**config.mk**
```make
export PLATFORM = sky130hd
export DESIGN_NAME = grain_ctrl
export DESIGN_NICKNAME = d
export VERILOG_FILES = /design/src/rtl/grain_ctrl.sv
export SDC_FILE = /design/constraint.sdc
export NUM_CORES = 1
export LEC_CHECK = 0
export CAP_MARGIN = 20
export CORE_UTILIZATION = 43
export DETAILED_ROUTE_END_ITERATION = 6
export GPL_TIMING_DRIVEN = 0
export PLACE_DENSITY = 0.81
export SLEW_MARGIN = 40
export SYNTH_ARGS = -nofsm -noshare
export SYNTH_HDL_FRONTEND = slang
export SYNTH_SLANG_ARGS = --single-unit
```
**constraint.sdc**
```tcl
create_clock -name i_clk -period 2.4 [get_ports i_clk]
set_input_delay 0.48 -clock i_clk [delete_from_list [all_inputs] [get_ports i_clk]]
set_output_delay 0.48 -clock i_clk [all_outputs]
set_load 0.1 [all_outputs]
```
**src/rtl/grain_ctrl.sv**
```systemverilog
// Sequencer for a Grain-style keystream datapath: seed load, init rounds, then
// keystream packing into OUT_W-bit words on a valid/ready handshake.
module grain_ctrl #(
   parameter int INIT_ROUNDS = 160,
   parameter int OUT_W       = 8
) (
   input  logic             i_clk,
   input  logic             i_rst_n,
   input  logic             i_start,
   input  logic             i_stop,
   input  logic [103:0]     i_seed_in,
   input  logic             i_f,
   output logic             o_par_load,
   output logic [103:0]     o_par_in,
   output logic             o_shift_en,
   output logic             o_init_fb,
   output logic [OUT_W-1:0] o_ks_data,
   output logic             o_ks_valid,
   input  logic             i_ks_ready,
   output logic             o_busy,
   output logic             o_init_done
);
   localparam int RW = $clog2(INIT_ROUNDS + 1);
   localparam int BW = $clog2(OUT_W);
   localparam logic [RW-1:0] LAST_RND = RW'(INIT_ROUNDS - 1);
   localparam logic [BW-1:0] LAST_BIT = BW'(OUT_W - 1);

   typedef enum logic [1:0] {S_IDLE, S_LOAD, S_INIT, S_RUN} state_t;

   state_t           r_state, w_next;
   logic [RW-1:0]    r_round_cnt;
   logic [BW-1:0]    r_bit_cnt;
   logic [OUT_W-2:0] r_acc;
   logic [103:0]     r_par_in;
   logic [OUT_W-1:0] r_ks_data;
   logic             r_ks_valid;

   logic w_last_bit, w_stall, w_collect;

   // Stall only on the last bit of a word, so a pending word never loses a bit.
   assign w_last_bit = (r_bit_cnt == LAST_BIT);
   assign w_stall    = r_ks_valid & ~i_ks_ready & w_last_bit;
   assign w_collect  = (r_state == S_RUN) & ~w_stall;

   assign o_par_load  = (r_state == S_LOAD);
   assign o_init_fb   = (r_state == S_INIT);
   assign o_shift_en  = (r_state == S_INIT) | w_collect;
   assign o_busy      = (r_state != S_IDLE);
   assign o_init_done = (r_state == S_RUN);
   assign o_par_in    = r_par_in;
   assign o_ks_data   = r_ks_data;
   assign o_ks_valid  = r_ks_valid;

   always_comb begin
      w_next = r_state;
      if (i_stop) begin
         w_next = S_IDLE;
      end else begin
         case (r_state)
            S_IDLE: if (i_start) w_next = S_LOAD;
            S_LOAD: w_next = S_INIT;
            S_INIT: if (r_round_cnt == LAST_RND) w_next = S_RUN;
            default: w_next = r_state;
         endcase
      end
   end

   always_ff @(posedge i_clk or negedge i_rst_n) begin
      if (!i_rst_n) r_state <= S_IDLE;
      else          r_state <= w_next;
   end

   always_ff @(posedge i_clk or negedge i_rst_n) begin
      if (!i_rst_n) begin
         r_round_cnt <= '0;
         r_bit_cnt   <= '0;
         r_acc       <= '0;
         r_par_in    <= '0;
         r_ks_data   <= '0;
         r_ks_valid  <= 1'b0;
      end else if (i_stop) begin
         // Partial word is dropped by rewinding bit_cnt; ks_data keeps its value.
         r_round_cnt <= '0;
         r_bit_cnt   <= '0;
         r_ks_valid  <= 1'b0;
      end else begin
         if (r_state == S_IDLE && i_start) r_par_in <= i_seed_in;

         if (r_state == S_LOAD)      r_round_cnt <= '0;
         else if (r_state == S_INIT) r_round_cnt <= r_round_cnt + 1'b1;

         if (w_collect) begin
            for (int i = 0; i < OUT_W - 1; i++)
               if (r_bit_cnt == BW'(i)) r_acc[i] <= i_f;
            r_bit_cnt <= w_last_bit ? '0 : r_bit_cnt + 1'b1;
         end

         if (w_collect && w_last_bit) begin
            r_ks_data  <= {i_f, r_acc};
            r_ks_valid <= 1'b1;
         end else if (r_ks_valid && i_ks_ready) begin
            r_ks_valid <= 1'b0;
         end
      end
   end
endmodule
```
* Word-level counts from Yosys, hierarchy flattened *
Cells that the tools add are included.

operators by class
  add/subtract/negate cells = 2
  eq/ne operators = 13
  multiplexer cells = 13
  bitwise gates (word level) = 7
  reductions and logical operators = 20

operators by type and width
  operator             number
  $mux 8               3
  $reduce_and 3->1     8
  $eq 3x3->1 const B   4
  $mux 3               3
  $add 8x1->8 const B  1
  $eq 8x8->1 const B   1
  $eq 3x2->1 const B   2
  $mux 2               3
  $pmux 2 s3           1
  $reduce_bool 3->1    2
  $eq 2x2->1 const B   2
  $reduce_and 2->1     2
  $reduce_bool 2->1    2
  $reduce_bool 4->1    1
  $add 3x1->3 const B  1
  $and 1x1->1          3
  $eq 3x1->1 const B   1
  $logic_and 1x1->1    3
  $logic_not 3->1      1
  $mux 1               3
  $ne 3x2->1 const B   1
  $ne 3x3->1 const B   1
  $not 1->1            3
  $eq 2x1->1 const B   1
  other kinds (2)      2

word-level totals
  register bits = 133
  input port bits = 110
  output and inout bits = 118

* Logic depth before layout (Yosys ltp) *
  word-level depth = 8
  mapped depth = 7
  depth with buffers taken out = 6

* Worst setup path before layout *
OpenSTA, ideal clock, no wires.

  path kind = register to output
  start = register r_state[0]
  end = output o_shift_en
  arrival time = 2.395 ns
  required time = 1.920 ns
  setup slack = -0.475 ns
  stages on the path, launching flop included = 5
  buffers on the path = 1
  cells stage by stage = dfrtp_1 > inv_1 > ha_1 > buf_2 > nand2b_1

between the ends
  elaborated cells between the ends (all ways) = 4
  classes of those cells = eq/ne: 2; bitwise: 2

RTL lines
  element                 line  source
  from (decl)             30    state_t r_state, w_next;
  from (signal assigned)  70    else r_state <= w_next;
  $eq 2x2->1              -
  via o_init_fb           16    output logic o_init_fb,
  $or 1x1->1              47    assign o_shift_en = (r_state == S_INIT) | w_collect;
  to (decl)               15    output logic o_shift_en,

The timed path passes the listed nets, and every way through them passes these cells.

* Worst setup path in the final report *
  start = register r_bit_cnt[0]
  end = output o_shift_en

between the ends
  cells in the longest elaborated chain, start to end = 5

ends and longest elaborated chain
  element                 line  source
  from (decl)             32    logic [BW-1:0] r_bit_cnt;
  from (signal assigned)  95    r_bit_cnt <= w_last_bit ? '0 : r_bit_cnt + 1'b1;
  $eq 3x3->1              41    assign w_last_bit = (r_bit_cnt == LAST_BIT);
  $and 1x1->1             42    assign w_stall = r_ks_valid & ~i_ks_ready & w_last_bit;
  $not 1->1               43    assign w_collect = (r_state == S_RUN) & ~w_stall;
  $and 1x1->1             43
  $or 1x1->1              47

No other way between the ends.

==> results.json <==
{
  "yosysUniqueCellTypes": 34,
  "worst_slack_ns": 0.100,
  "synth_top_area_cell": "dfrtp_1",
  "grt.total_usage_pct": 20.6,
  "hold-path-cell-count": 1,
  "max-cap-violations": 0,
  "r2r_start": "r_state[0]",
  "syn_inst": 348,
  "numCtsBuffers": 17,
  "dpl.hpwl_microns": 9300,
  "critPathKind": "reg -> out",
  "fmax_mhz": 435,
  "grt_most_used_layer": "met2",
  "grt_max_degree": 77,
  "finalClockSkew_ns": 0.00783,
  "core_region_area_sq_um": 12100,
  "cts-htree-levels": 4,
  "syn_to_final_growth_pct": 47.3,
  "layout_min_cycle_time_ns": 2.30,
  "gr-usage-met3_pct": 8.02,
  "setup_violations": 0,
  "overflow": 0,
  "r2r_cells": 6,
  "synth_seq_cells": 133,
  "cts_sinks": 133,
  "insertion_delay_ns": 0.41,
  "die_area_sq_um": 12900,
  "drc": 0,
  "syn_area_sq_um": 5360,
  "antenna_found_initial": 0,
  "netlist_top_cells_area": "dfrtp_1 62%, mux2_2 23%, ha_1 2.6%",
  "grt_pass1_wl_microns": 20000,
  "rr_endpoint": "o_par_in[0]",
  "grt_pass1_vias": 4064,
  "avgViaCountPerCell": 4.81,
  "clk_pin_slew_ns": 0.05,
  "syn_nets": 469,
  "portBuffers": 227,
  "drtAntennaViolNets": 0,
  "status": "finished clean",
  "die_h_microns": 114,
  "crit_fanout": 5,
  "ys.warnings.count": 0,
  "place_congestion": 0.788,
  "dp_worst_setup_slack_ns": -0.0290,
  "worstSetupEndpointType": "output pin",
  "fin_setup_tns_ns": 0,
  "initial_core_util_pct": 44.4,
  "syn_area_per_cell_sq_um": 15.4,
  "placementRows": 40,
  "seq_area_frac_synth_pct": 62.1,
  "fin_crit_sh_pct": 95.8,
  "slew_violations": 0,
  "wl_per_cell_microns": 16.3,
  "finalHoldViolations": 0,
  "endpoint": "o_shift_en",
  "netlist.area_leader.share_pct": 62.1,
  "slew_headroom_pct": 65.4,
  "drive_gt1_share_pct": 46.4,
  "cp.arrival_ns": 1.82,
  "vias": 3736,
  "drt-total-wl_microns": 12700,
  "cts-root-buf": "clkbuf_16",
  "critical_path_required_ns": 1.92,
  "dr.first_iter.drc_count": 105,
  "cts_buffer_depth": 2,
  "cts_tree": "done",
  "rsz0062_at_grt": "false",
  "met2_usage_pct": 35.1,
  "ios": 228,
  "die_w_microns": 114,
  "grtUsageMet1_pct": 22.1,
  "worstHoldPathType": "reg -> reg",
  "worstSetupStartpointType": "flip-flop",
  "diodes": 0,
  "rrSetupSlack_ns": 0.56,
  "layout.nets": 719,
  "firstDrtPassIters": 4,
  "startpoint": "r_bit_cnt[0]",
  "tightestPinTransition_ns": 0.522
}
-- what timing repair did --
action,CTS,global route
setup endpoints to repair,1,1
resized for setup,7,2
buffers inserted,2,0
hold buffers,1,0
endpoints found under the hold margin,10,0
pin swaps,0,0
-- layer usage --
layer / vias to the layer above / wire length [microns]
li1: 1718 / -
met1: 1827 / 4820
met2: 169 / 6380
met3: 22 / 1120
met4: 0 / 335
met5: - / 0
-- cell families (layout without fill, tap and decap cells) --
| group | Yosys count | in the layout | share of synthesized area, % |
|---|---|---|---|
| simple gates | 44 | 44 | 4.97 |
| flops | 133 | 133 | 62.1 |
| buf+inv | 22 | 282 | 2.64 |
| mux | 121 | 121 | 25.4 |
| fa+ha+maj | 11 | 11 | 2.57 |
| xor+xnor | 5 | 5 | 0.817 |
| compound gates | 12 | 12 | 1.54 |
-- area by class of cell --
type	instances	area (sq um)
fill	936	4170
clock buffer	24	492
sequential	133	3330
tap	168	210
multi-input combinational	193	1920
buffer	14	111
clock inverter	5	50.0
inverter	8	30.0
timing repair buffer	231	1750
-- through the flow --
step	instances	util (%)	hold WS (ns)	area (sq um)
global placement	743	65.1	0.470	7850
floorplan	348	-	0.184	5370
finish	776	65.5	0.489	7900
global route	776	65.5	0.506	7900
CTS	776	65.4	0.491	7880
detailed placement	744	60.5	0.435	7290
-- state kept, by name, indices dropped and copies added (netlist names) --
signal,flops
o_ks_data,8
r_acc,7
r_round_cnt,8
o_ks_valid,1
r_state,2
r_bit_cnt,3
o_par_in,104
-- synth_stat cells (all sizes together) --
library cell and instances:
clkbuf 1, dfrtp 133, o21ai 4, nor2 12, nor3 1, and3 1
or3 2, o41ai 1, nor4b 1, mux2i 2, a22o 1, a211oi 1
xnor2 1, nor3b 2, and3b 1, nand3 5, mux2 119, and2 1
nor2b 2, xor2 4, nand4 3, nand2 10, a21oi 4, nand2b 2
inv 8, buf 13, ha 11, or2 1, a32o 1
-- critical path, cell delays in order, from the launching register on --
cell and delay [ns]:
dfrtp_1 0.38, ha_2 0.21, ha_4 0.17, and3b_4 0.21
nand2b_4 0.17, nand2b_2 0.09, buf_12 0.17
-- cells in the final DEF (no fill, tap or decap), types with 2 or more instances in the layout --
cell	count
nand3_1	4
o21ai_0	4
mux2i_1	2
a21oi_1	4
buf_4	4
clkbuf_16	17
nor2b_1	2
buf_2	122
buf_6	6
xor2_1	4
ha_2	3
clkbuf_1	4
mux2_1	11
clkinv_2	4
nor2_1	12
clkbuf_8	4
clkdlybuf4s50_1	108
nand2_1	10
or3_1	2
nand4_1	3
ha_1	7
mux2_2	108
inv_1	8
dfrtp_1	133
-- worst min path at each step --
stage | startpoint | slack (ns) | to
4_1_cts | o_par_in[94] | 0.49 | o_par_in[94]
3_5_place_dp | i_rst_n | 0.43 | o_ks_data[6]
6_report | o_par_in[36] | 0.49 | o_par_in[36]
2_1_floorplan | i_rst_n | 0.18 | o_ks_data[0]
5_1_grt | o_par_in[31] | 0.51 | o_par_in[31]
3_3_place_gp | r_acc[0] | 0.47 | r_acc[0]
Power is not shown: default switching activity piles up to over one toggle a cycle in this logic, so the estimate is an artifact.
